**config.mk**
```make
export PLATFORM = sky130hd
export DESIGN_NAME = contreg_8251
export DESIGN_NICKNAME = d
export VERILOG_FILES = /design/src/rtl/contreg_8251.sv
export SDC_FILE = /design/constraint.sdc
export NUM_CORES = 1
export LEC_CHECK = 0
export ABC_AREA = 1
export BUFFER_PORTS_ARGS = -buffer_cell sky130_fd_sc_hd__buf_4
export CORE_UTILIZATION = 50
export CTS_BUF_LIST = sky130_fd_sc_hd__clkbuf_8
export DETAILED_ROUTE_END_ITERATION = 7
export HOLD_SLACK_MARGIN = 0.1
export PLACE_DENSITY = 0.83
export SLEW_MARGIN = 25
export SYNTH_ARGS = -nofsm -noshare
export SYNTH_HDL_FRONTEND = slang
export SYNTH_SLANG_ARGS = --single-unit
```
**constraint.sdc**
```tcl
create_clock -name I_CLK -period 2.4 [get_ports I_CLK]
set_input_delay 0.24 -clock I_CLK [delete_from_list [all_inputs] [get_ports I_CLK]]
set_output_delay 0.24 -clock I_CLK [all_outputs]
set_load 0.05 [all_outputs]
```
**src/rtl/contreg_8251.sv**
```systemverilog
// Register/state core of an i8251 USART as seen from the CPU bus: mode/sync/command
// write sequencing, status and data-port readback, with debug taps on command and state.
module contreg_8251 (
  input  logic       I_CLK,
  input  logic       I_RST,
  input  logic       I_CONTROL_EN,
  input  logic       I_DATA_EN,
  input  logic       I_WE,
  input  logic       I_RD,
  input  logic [7:0] I_DATA,
  output logic [7:0] O_DATA,
  output logic [7:0] O_DEBUG_CMD,
  output logic [1:0] O_DEBUG_STATE
);

  typedef enum logic [1:0] {
    ST_MODE  = 2'b00,
    ST_SYNC1 = 2'b01,
    ST_SYNC2 = 2'b10,
    ST_CMD   = 2'b11
  } state_e;

  state_e     state_q, state_d;
  logic [7:0] mode_q, mode_d;
  logic [7:0] sync1_q, sync1_d;
  logic [7:0] sync2_q, sync2_d;
  logic [7:0] cmd_q, cmd_d;
  logic [7:0] data_q, data_d;
  logic       rxrdy_q, rxrdy_d;
  logic       wr_c_prev_q, wr_d_prev_q, rd_d_prev_q;

  logic wr_c, wr_d, rd_d;
  logic wr_c_edge, wr_d_edge, rd_d_edge;
  logic [7:0] status;

  // Strobes are levels that may be held for many cycles; only the rising edge acts.
  assign wr_c      = I_CONTROL_EN & I_WE;
  assign wr_d      = I_DATA_EN & I_WE;
  assign rd_d      = I_DATA_EN & I_RD;
  assign wr_c_edge = wr_c & ~wr_c_prev_q;
  assign wr_d_edge = wr_d & ~wr_d_prev_q;
  assign rd_d_edge = rd_d & ~rd_d_prev_q;

  always_comb begin
    state_d = state_q;
    mode_d  = mode_q;
    sync1_d = sync1_q;
    sync2_d = sync2_q;
    cmd_d   = cmd_q;
    if (wr_c_edge) begin
      unique case (state_q)
        ST_MODE: begin
          mode_d  = I_DATA;
          state_d = (I_DATA[1:0] != 2'b00) ? ST_CMD : ST_SYNC1;
        end
        ST_SYNC1: begin
          sync1_d = I_DATA;
          state_d = mode_q[7] ? ST_CMD : ST_SYNC2;
        end
        ST_SYNC2: begin
          sync2_d = I_DATA;
          state_d = ST_CMD;
        end
        ST_CMD: begin
          // Internal reset returns to mode entry and discards the command word.
          if (I_DATA[6]) begin
            cmd_d   = 8'h00;
            state_d = ST_MODE;
          end else begin
            cmd_d = I_DATA;
          end
        end
        default: state_d = ST_MODE;
      endcase
    end
  end

  // Data-port loopback: a write makes RxRDY follow RxE of the command in force.
  always_comb begin
    data_d  = data_q;
    rxrdy_d = rxrdy_q;
    if (rd_d_edge) rxrdy_d = 1'b0;
    if (wr_d_edge) begin
      data_d  = I_DATA;
      rxrdy_d = cmd_q[2];
    end
  end

  always_ff @(posedge I_CLK or negedge I_RST) begin
    if (!I_RST) begin
      state_q     <= ST_MODE;
      mode_q      <= 8'h00;
      sync1_q     <= 8'h00;
      sync2_q     <= 8'h00;
      cmd_q       <= 8'h00;
      data_q      <= 8'h00;
      rxrdy_q     <= 1'b0;
      wr_c_prev_q <= 1'b0;
      wr_d_prev_q <= 1'b0;
      rd_d_prev_q <= 1'b0;
    end else begin
      state_q     <= state_d;
      mode_q      <= mode_d;
      sync1_q     <= sync1_d;
      sync2_q     <= sync2_d;
      cmd_q       <= cmd_d;
      data_q      <= data_d;
      rxrdy_q     <= rxrdy_d;
      wr_c_prev_q <= wr_c;
      wr_d_prev_q <= wr_d;
      rd_d_prev_q <= rd_d;
    end
  end

  // No receiver/transmitter behind this core: error flags are zero, TxEMPTY is one.
  assign status = {5'b00000, 1'b1, rxrdy_q, cmd_q[0]};

  always_comb begin
    O_DATA = 8'hFF;
    if (I_CONTROL_EN & I_RD)   O_DATA = status;
    else if (I_DATA_EN & I_RD) O_DATA = data_q;
  end

  assign O_DEBUG_CMD   = cmd_q;
  assign O_DEBUG_STATE = state_q;

endmodule

```
Yosys cells after proc, flatten, opt, wreduce, memory -nomap -nowiden. Cells that the tools add are included.

Flip-flop bits (word level): 30. Bits of input ports: 14. Output and inout bits: 18. Logic and storage cells: 37.

Eq/ne operators: 4. Mux-type cells: 9. Bitwise operators: 10. Reduce and logical (&&, ||, !) cells: 6.

Operators with widths (number): 8-bit two-way mux (3); 2-bit case mux with 4 select lines (1); 1-bit bitwise AND (7); 2-bit AND reduction (3); 2-bit equality test (second input constant) (2); 2-bit two-way mux (2); 2-bit nonzero test (2); 1-bit two-way mux (3); 1-bit inverter (3); 2-bit by 1-bit equality test with 1-bit output (second input constant) (1); 2-bit zero test (1); 2-bit inequality test (second input constant) (1).

Depth between registers and ports, before layout. Gate-level depths: netlist of the first run.

Depth in word-level cells: 4. Mapped depth: 7. Depth with buffers taken out: 7.

Worst setup path before layout of the first run. No wires, ideal clock.

Kind: register to register. Start: reg state_q[0] (netlist: O_DEBUG_STATE[0]). End: reg state_q[0] (netlist: O_DEBUG_STATE[0]). Arrival: 1320 ps. Required time: 2282 ps. Setup slack: 962 ps. Cell stages (with the launch flop): 7. Buffers on the path: 0. Period minus slack after synthesis: 1438 ps. Path through: dfrtp_1 > ha_1 > inv_1 > nor2_4 > nor2_1 > nand2_1 > nand2_1.

Longest elaborated chain between the ends: 3. Elaborated cells on any way between the ends: 7.

RTL lines: start, declared (RTL line 23) `state_e state_q, state_d;`; start signal, assigned (RTL line 102) `state_q <= state_d;`; 2-bit equality test (RTL line 51) `unique case (state_q)`; 2-bit inequality test (no source line); 2-bit AND reduction (no source line).

Several ways; a longest one is shown, not always the timed one. A chain may end at the register's enable or synchronous reset.

Final worst setup path of the first run.
Start: reg wr_c_prev_q. End: reg cmd_q[4] (netlist: O_DEBUG_CMD[4]).

Longest elaborated chain between the ends: 3.

RTL lines: start, declared (RTL line 30) `logic wr_c_prev_q, wr_d_prev_q, rd_d_prev_q;`; start signal, assigned (RTL line 109) `wr_c_prev_q <= wr_c;`; 1-bit inverter (RTL line 40) `assign wr_c_edge = wr_c & ~wr_c_prev_q;`; 1-bit bitwise AND (RTL line 40); 2-bit AND reduction (no source line); end signal, assigned (RTL line 106) `cmd_q <= cmd_d;`; end, declared (RTL line 27) `logic [7:0] cmd_q, cmd_d;`.

No other way between the ends.

==> results.sh, run 1 <==
export IMPL_place_gp_congestion=0.7648
export IMPL_r2r_cells=4
export IMPL_drt_first_pass_iters=4
export IMPL_max_freq_mhz=732.0
export IMPL_rr_endpoint="O_DEBUG_CMD[4]"
export IMPL_viasPerCell=5.072
export IMPL_arrival_ps=1520
export IMPL_io_pins=32
export IMPL_place_ws_ps=1055
export IMPL_finalPower_mw=1.617
export IMPL_synth_edf_count=0
export IMPL_critPathLaunch="wr_c_prev_q"
export IMPL_die_width_um=48.66
export IMPL_cts_tree="built"
export IMPL_finalHoldViolCount=0
export IMPL_dr_total_vias=989
export IMPL_crit_chain="nor2_2 -> nand2_1 -> nand2_1 -> nand2_1"
export IMPL_num_rows=16
export IMPL_regToRegStartpoint="wr_c_prev_q"
export IMPL_syn_to_final_growth_pct=29.54
export IMPL_postSynthCellCount=135
export IMPL_skew_ps=7.343
export IMPL_yosysMostFrequentCell="nand2_1"
export IMPL_dp_hpwl_um=1741
export IMPL_grt_pass1_vias=914
export IMPL_crit_path_frequent_cell="nand2_1"
export IMPL_synth_distinct_cells=17
export IMPL_hold_ws_ps=196.9
export IMPL_status="finished clean"
export IMPL_grt_pass1_wl_um=3905
export IMPL_path_class="register to register"
export IMPL_worst_slack_ps=1034
export IMPL_powerDensity_mw_per_mm2=1147
export IMPL_r2r_slack_ps=1030
export IMPL_numCtsBuffers=3
export IMPL_clock_latency_ps=260
export IMPL_antenna_found_initial=0
export IMPL_drive_gt1_frac=0.2560
export IMPL_dominantRegCellSynth="dfrtp_1"
export IMPL_yosysTopAreaCell="dfrtp_1"
export IMPL_worstPathMaxFanout=11
export IMPL_synth_async_reset_ratio=1.000
export IMPL_yosysWarnings=0
export IMPL_cpPeakStageDelay_ps=400
export IMPL_end_kind="register"
export IMPL_critical_path_startpoint_type="register"
export IMPL_rsz0062_at_grt="no"
export IMPL_tns_ps=0
export IMPL_worst_endpoint_required_ps=2560
export IMPL_yosysSeqAreaShare=0.5057
export IMPL_hold_class="input pin to register"
export IMPL_die_area_mm2=0.002368
export IMPL_synth_common_cells="nand2_1 (59), dfrtp_1 (22), nand3_1 (12), nor2_1 (12), inv_1 (11)"
export IMPL_routedWlPerCell_um=11.57
export IMPL_slowest_stage="dfrtp_1"
export IMPL_ir_drop_v=0.0008602
export IMPL_grt_max_degree=23
export IMPL_report_final_setup_viol=0
export IMPL_cts_sinks=22
export IMPL_period_minus_slack_ps=1366
export IMPL_netlist_top_cells_area="dfrtp_1 (51%), nand2_1 (20%), nand3_1 (5.5%)"
export IMPL_syn_area_mm2=0.001089
export IMPL_yosys_register_bits=22
export IMPL_synth_top_area_share=0.5057
export IMPL_drc=0
export IMPL_period_share=0.5692
export IMPL_final_nets=187
export IMPL_core_area_mm2=0.002002
export IMPL_drv_cap=0
export IMPL_ant_nets=0
export IMPL_die_y_um=48.66
export IMPL_grt_use_total=0.2123
export IMPL_insertedDiodeCount=0
export IMPL_portBuffers=30
export IMPL_grt_overflow=0
export IMPL_synthesis_nets=153
export IMPL_clk_path_buf_depth=2
export IMPL_finalCoreUtilization=0.7044
export IMPL_post_cts_resized=0
export IMPL_start_util=0.5438
export IMPL_drt_wl_total_um=2256
export IMPL_clkTransAtPathRegs_ps=80
export IMPL_cts_root_buf="clkbuf_8"
export IMPL_post_synth_cell_area_avg_um2=8.063
export IMPL_p_leak_nw=0.7986
export IMPL_htree_levels=1
export IMPL_drv_slew=0
export IMPL_drtIter0Drc=25
export IMPL_crit_path_end="O_DEBUG_CMD[4]"
## worst max-delay path, delay by kind of cell, from the launching register on
family,cells,cell delay (ps)
and+or+nand+nor,4,860
DFF,1,400
## area by class of cell
class                   count  area [um^2]
repair buffers             31        235.2
inverters                  12        47.55
clock inverters             1        30.03
well taps                  27        33.78
fillers                   163        591.8
clock buffers               3        41.29
flip-flops and latches     22        550.5
multi-input cells          99        471.7
## how the worst min path moves through the flow
stage                          from              to  slack [ps]  cells past startpoint
after floorplan               I_RST  O_DEBUG_CMD[0]         -60                      0
after global placement        I_RST     rd_d_prev_q         140                      1
after detailed placement      I_RST       data_q[6]         140                      1
after CTS                 I_DATA[2]       data_q[2]         200                      3
after global routing      I_DATA[2]       data_q[2]         200                      3
final                     I_DATA[2]       data_q[2]         200                      3
## through the flow
step | instances | area (um^2)
floorplan | 135 | 1089
global placement | 190 | 1329
detailed placement | 190 | 1329
CTS | 195 | 1410
global route | 195 | 1410
finish | 195 | 1410
## placed cells by master (no fill, tap or decap), drive strengths merged
cell / n
buf: 30
clkbuf: 3
nor2: 15
nand3: 12
o21ai: 4
ha: 4
inv: 12
conb: 1
dlygate4sd3: 1
dfrtp: 22
nand2: 63
bufinv: 1
## repair_timing
action / CTS / global route
buffers inserted: 0 / 0
endpoints found under the setup margin: 0 / 0
endpoints found under the hold margin: 22 / 0
hold buffers: 1 / 0
## state kept, by name (all words and copies together) (netlist names)
name and cells:
data_q 8, O_DEBUG_STATE 2, wr_c_prev_q 1, rd_d_prev_q 1, rxrdy_q 1, mode_q 1
wr_d_prev_q 1, O_DEBUG_CMD 7
## per-layer routing
metal	global-route usage	wire (um)	vias up
li1	-	-	476
met1	0.2547	946	468
met2	0.3866	1163	36
met3	0.02830	102	9
met4	0.07353	43	0
met5	0	0	-
## power breakdown
group	switching, mW	internal (mW)
clock network	0.116	0.223
logic	0.508	0.216
registers	0.0781	0.476
total	0.702	0.915
## cells by family after synthesis
kind of cell               count (synthesis)  share of synthesized area
and+or+nand+nor                           90                     0.3621
buffers and inverters                     14                    0.06093
adders and majority gates                  4                    0.04598
other                                      1                   0.003445
DFF                                       22                     0.5057
AOI/OAI and AO/OA                          4                    0.02184
(Power assumes the default switching activity.)
==> inputs of run 2 (changes only) <==
- clock period: 2.4 -> 1.35 ns (I/O delays scaled with it)
==> results.sh, run 2 (synthesis gave the netlist of run 1 again) <==
export IMPL_dp_cells=191
export IMPL_path_delay_family="flip-flops"
export IMPL_drv_cap=0
export IMPL_cts_root_buf="clkbuf_8"
export IMPL_skew_ps=0.7806
export IMPL_slowest_stage="dfrtp_1"
export IMPL_worstPathMaxFanout=2
export IMPL_final_cell_count_no_fill=197
export IMPL_grt_max_degree=23
export IMPL_insertedDiodeCount=0
export IMPL_io_pins=32
export IMPL_hold_class="input pin to register"
export IMPL_crit_chain="o21ai_0 -> nand2_1 -> buf_4"
export IMPL_clock_latency_ps=250
export IMPL_finalCoreUtilization=0.7044
export IMPL_arrival_ps=1090
export IMPL_htree_levels=1
export IMPL_combinationalPowerShare=0.483
export IMPL_start_util=0.5438
export IMPL_ir_drop_v=0.001410
export IMPL_status="finished clean"
export IMPL_period_share=0.9079
export IMPL_cts_sinks=22
export IMPL_syn_to_final_growth_pct=29.54
export IMPL_num_rows=16
export IMPL_finalHoldViolCount=0
export IMPL_drive_gt1_frac=0.2647
export IMPL_power_share_sequential=0.375
export IMPL_final_nets=190
export IMPL_place_gp_congestion=0.7661
export IMPL_drv_slew=0
export IMPL_portBuffers=30
export IMPL_numCtsBuffers=3
export IMPL_grt_overflow=0
export IMPL_drc=0
export IMPL_cpPeakStageDelay_ps=390
export IMPL_end_kind="primary output"
export IMPL_antenna_found_initial=0
export IMPL_die_width_um=48.66
export IMPL_path_buf_inv=1
export IMPL_routedWlPerCell_um=10.74
export IMPL_grt_pass1_wl_um=3912
export IMPL_critical_path_startpoint_type="register"
export IMPL_p_sw_mw=1.213
export IMPL_final_cell_mix="nand2_1 (59), buf_4 (31), dfrtp_1 (20)"
export IMPL_final_common_cell="nand2_1"
export IMPL_grt_use_total=0.2079
export IMPL_top_register="data_q"
export IMPL_path_class="register to primary output"
export IMPL_core_area_mm2=0.002002
export IMPL_viasPerCell=4.599
export IMPL_die_area_mm2=0.002368
export IMPL_p_leak_nw=0.7957
export IMPL_report_final_setup_viol=0
export IMPL_cts_tree="built"
export IMPL_clk_path_buf_depth=2
export IMPL_tns_ps=0
export IMPL_power_frac_clock=0.142
export IMPL_intPower_mw=1.440
export IMPL_clkTransAtPathRegs_ps=70
export IMPL_dr_total_vias=906
export IMPL_swShare=0.4572
export IMPL_r2r_slack_ps=160
export IMPL_rsz0062_at_grt="no"
export IMPL_max_freq_mhz=815.9
export IMPL_drt_first_pass_iters=4
export IMPL_worst_endpoint_required_ps=1220
export IMPL_die_y_um=48.66
export IMPL_post_cts_resized=0
export IMPL_ant_nets=0
export IMPL_grt_pass1_vias=922
export IMPL_drt_wl_total_um=2115
export IMPL_largest_reg_flops=8
export IMPL_powerDensity_mw_per_mm2=1882
export IMPL_drtIter0Drc=8
export IMPL_dp_hpwl_um=1677
export IMPL_period_minus_slack_ps=1226
-- run 2: cell count changes in the layout (fill, tap and decap cells not counted), sizes merged --
cell	delta
bufinv	-1
dlygate4sd3	+2
buf	+1
-- run 2: power groups by stage --
stage                     logic [mW]  registers [mW]  clock network, mW
after floorplan                0.462            1.42                  0
after global placement          1.25           0.989                  0
after detailed placement        1.29            1.01                  0
after CTS                       1.29           0.994              0.394
after global routing            1.40            1.02              0.421
final                           1.28           0.995              0.378
-- run 2: layer usage --
metal,share of wire,GRT usage,vias up
met2,0.52,0.3727,19
met1,0.44,0.2703,404
met4,0,0.02941,0
met5,0,0,-
li1,-,-,483
met3,0.042,0.03145,0
-- run 2: worst paths after layout --
kind	startpoint	to	depth (start not counted)
min in group asynchronous	I_RST	rxrdy_q	2
max in group asynchronous	I_RST	O_DEBUG_STATE[1]	2
worst min-delay path	I_DATA[5]	data_q[5]	3
worst max register to register	O_DEBUG_STATE[0]	O_DEBUG_STATE[1]	6
worst max-delay path	data_q[1]	O_DATA[1]	3
worst min register to register	data_q[2]	data_q[2]	2
-- run 2: final cells by class --
class / instances / area, um^2
multi-input combinational: 99 / 471.7
inverter: 12 / 47.55
timing repair buffer: 34 / 262.8
sequential: 22 / 553.0
clock buffer: 3 / 41.29
fill: 180 / 591.8
tap: 27 / 33.78
-- run 2: through the flow --
step                      power [mW]  area, um^2  setup WS, ps  hold WS, ps
after CTS                      2.683        1410         126.5        100.9
final                          2.654        1410         124.4        101.8
after global routing           2.839        1410         5.702        109.1
after global placement         2.238        1339         250.0        32.30
after detailed placement       2.291        1339         170.5        36.41
after floorplan                1.884        1091         88.83       -160.6
-- run 2: tightest hold or removal path, delay by kind of cell --
kind | cells | cell delay, ps
buffers and inverters | 1 | 90
AND/OR/NAND/NOR | 2 | 90
-- run 2: what timing repair did --
action                                 CTS  global route
setup buffers                            0             0
endpoints found under the hold margin   24             0
hold buffers                             3             0
==> inputs of run 3 (changes only) <==
- REMOVE_ABC_BUFFERS: not set -> 1
==> results.sh, run 3 (synthesis gave the netlist of run 1 again) <==
export IMPL_ant_nets=0
export IMPL_num_rows=16
export IMPL_clk_path_buf_depth=2
export IMPL_final_common_cell="nand2_1"
export IMPL_die_y_um=48.66
export IMPL_dp_cells=191
export IMPL_final_area_mm2=0.001431
export IMPL_grt_overflow=0
export IMPL_final_cell_mix="nand2_1 (59), buf_4 (31), dfrtp_1 (22)"
export IMPL_ir_drop_v=0.001469
export IMPL_die_width_um=48.66
export IMPL_crit_chain="ha_1 -> inv_1 -> nor2_4 -> nor2_1 -> nand2_1 -> nand2_1"
export IMPL_finalHoldViolCount=0
export IMPL_numCtsBuffers=3
export IMPL_max_freq_mhz=821.8
export IMPL_largest_reg_flops=8
export IMPL_dp_hpwl_um=1646
export IMPL_worstPathMaxFanout=8
export IMPL_grtUsageMet2=0.3750
export IMPL_critPathLaunch="O_DEBUG_STATE[0]"
export IMPL_fill_cells=181
export IMPL_viasPerCell=4.724
export IMPL_skew_ps=1.425
export IMPL_final_cell_count_no_fill=199
export IMPL_postCtsSetupRepairBufs=0
export IMPL_routedWlPerCell_um=10.66
export IMPL_drt_first_pass_iters=4
export IMPL_path_class="register to register"
export IMPL_crit_path_frequent_cell="nand2_1"
export IMPL_use_met3=0.02830
export IMPL_final_nets=191
export IMPL_drive_gt1_frac=0.2558
export IMPL_path_delay_family="flip-flops"
export IMPL_rsz0062_at_grt="no"
export IMPL_worst_slack_ps=133.1
export IMPL_grt_max_degree=23
export IMPL_period_minus_slack_ps=1217
export IMPL_powerDensity_mw_per_mm2=1898
export IMPL_status="finished clean"
export IMPL_end_kind="register"
export IMPL_clock_latency_ps=250
export IMPL_regToRegStartpoint="O_DEBUG_STATE[0]"
export IMPL_start_util=0.5438
export IMPL_finalCoreUtilization=0.7150
export IMPL_drc=0
export IMPL_place_ws_ps=155.1
export IMPL_htree_levels=1
export IMPL_worst_endpoint_required_ps=1500
export IMPL_die_area_mm2=0.002368
export IMPL_place_gp_congestion=0.7715
export IMPL_slowest_stage="dfrtp_1"
export IMPL_tns_ps=0
export IMPL_path_buf_inv=1
export IMPL_hold_ws_ps=99.94
export IMPL_cpPeakStageDelay_ps=440
export IMPL_cts_tree="built"
export IMPL_placed_area_mm2=0.001336
export IMPL_cts_sinks=22
export IMPL_hp_start="I_DATA[5]"
export IMPL_cts_root_buf="clkbuf_8"
export IMPL_dr_total_vias=940
export IMPL_hold_class="input pin to register"
export IMPL_drv_cap=0
export IMPL_insertedDiodeCount=0
export IMPL_drt_wl_total_um=2121
export IMPL_io_pins=32
export IMPL_report_final_setup_viol=0
export IMPL_top_register="data_q"
export IMPL_core_area_mm2=0.002002
export IMPL_grt_pass1_wl_um=3850
export IMPL_arrival_ps=1370
export IMPL_met1_usage=0.2667
export IMPL_finalPower_mw=2.717
export IMPL_grt_use_total=0.2107
export IMPL_portBuffers=30
export IMPL_clkTransAtPathRegs_ps=70
export IMPL_drtIter0Drc=13
export IMPL_p_leak_nw=0.8094
export IMPL_grt_pass1_vias=884
export IMPL_period_share=0.9014
export IMPL_busiest_layer="met2"
export IMPL_antenna_found_initial=0
export IMPL_drv_slew=0
export IMPL_critical_path_startpoint_type="register"
export IMPL_syn_to_final_growth_pct=31.49
export IMPL_r2r_slack_ps=130
[run 3: cell count changes in the layout (fill, tap and decap cells not counted), sizes merged]
cell and delta:
clkbuf +1, dlygate4sd3 +1
[run 3: area by class of cell]
cell class | instances | area, um^2 | area share
clock buffers | 4 | 55.05 | 0.03846
inverters | 12 | 47.55 | 0.03322
multi-input cells | 99 | 471.7 | 0.3295
flip-flops and latches | 22 | 550.5 | 0.3846
well taps | 27 | 33.78 | 0.02360
repair buffers | 35 | 272.8 | 0.1906
[run 3: tightest hold or removal path, delay by kind of cell]
family                 cells  cell delay [ps]
AND/OR/NAND/NOR            2              100
buffers and inverters      1               90
[run 3: routing by layer]
| metal | vias to the layer above | share of wire |
|---|---|---|
| met4 | 0 | 0.0090 |
| met5 | - | 0 |
| met3 | 4 | 0.039 |
| met2 | 24 | 0.51 |
| met1 | 432 | 0.44 |
| li1 | 480 | - |
[run 3: report_power, final]
| part | leakage (nW) | total, mW | internal, mW | switching (mW) |
|---|---|---|---|---|
| clock network | 0.0288 | 0.451 | 0.259 | 0.192 |
| registers | 0.282 | 0.985 | 0.846 | 0.139 |
| logic | 0.499 | 1.28 | 0.391 | 0.890 |
| total | 0.809 | 2.72 | 1.50 | 1.22 |
[run 3: path summary, 6_finish.rpt]
check	to	cells past startpoint
max	O_DEBUG_STATE[1]	6
min	data_q[5]	3
max reg2reg	O_DEBUG_STATE[1]	6
min reg2reg	O_DEBUG_CMD[7]	2
max in group asynchronous	O_DEBUG_CMD[2]	2
min in group asynchronous	rd_d_prev_q	2
[run 3: timing repair]
item                      in CTS  in global routing
resized for setup              0                  0
hold buffers                   4                  0
hold endpoints to repair      25                  0
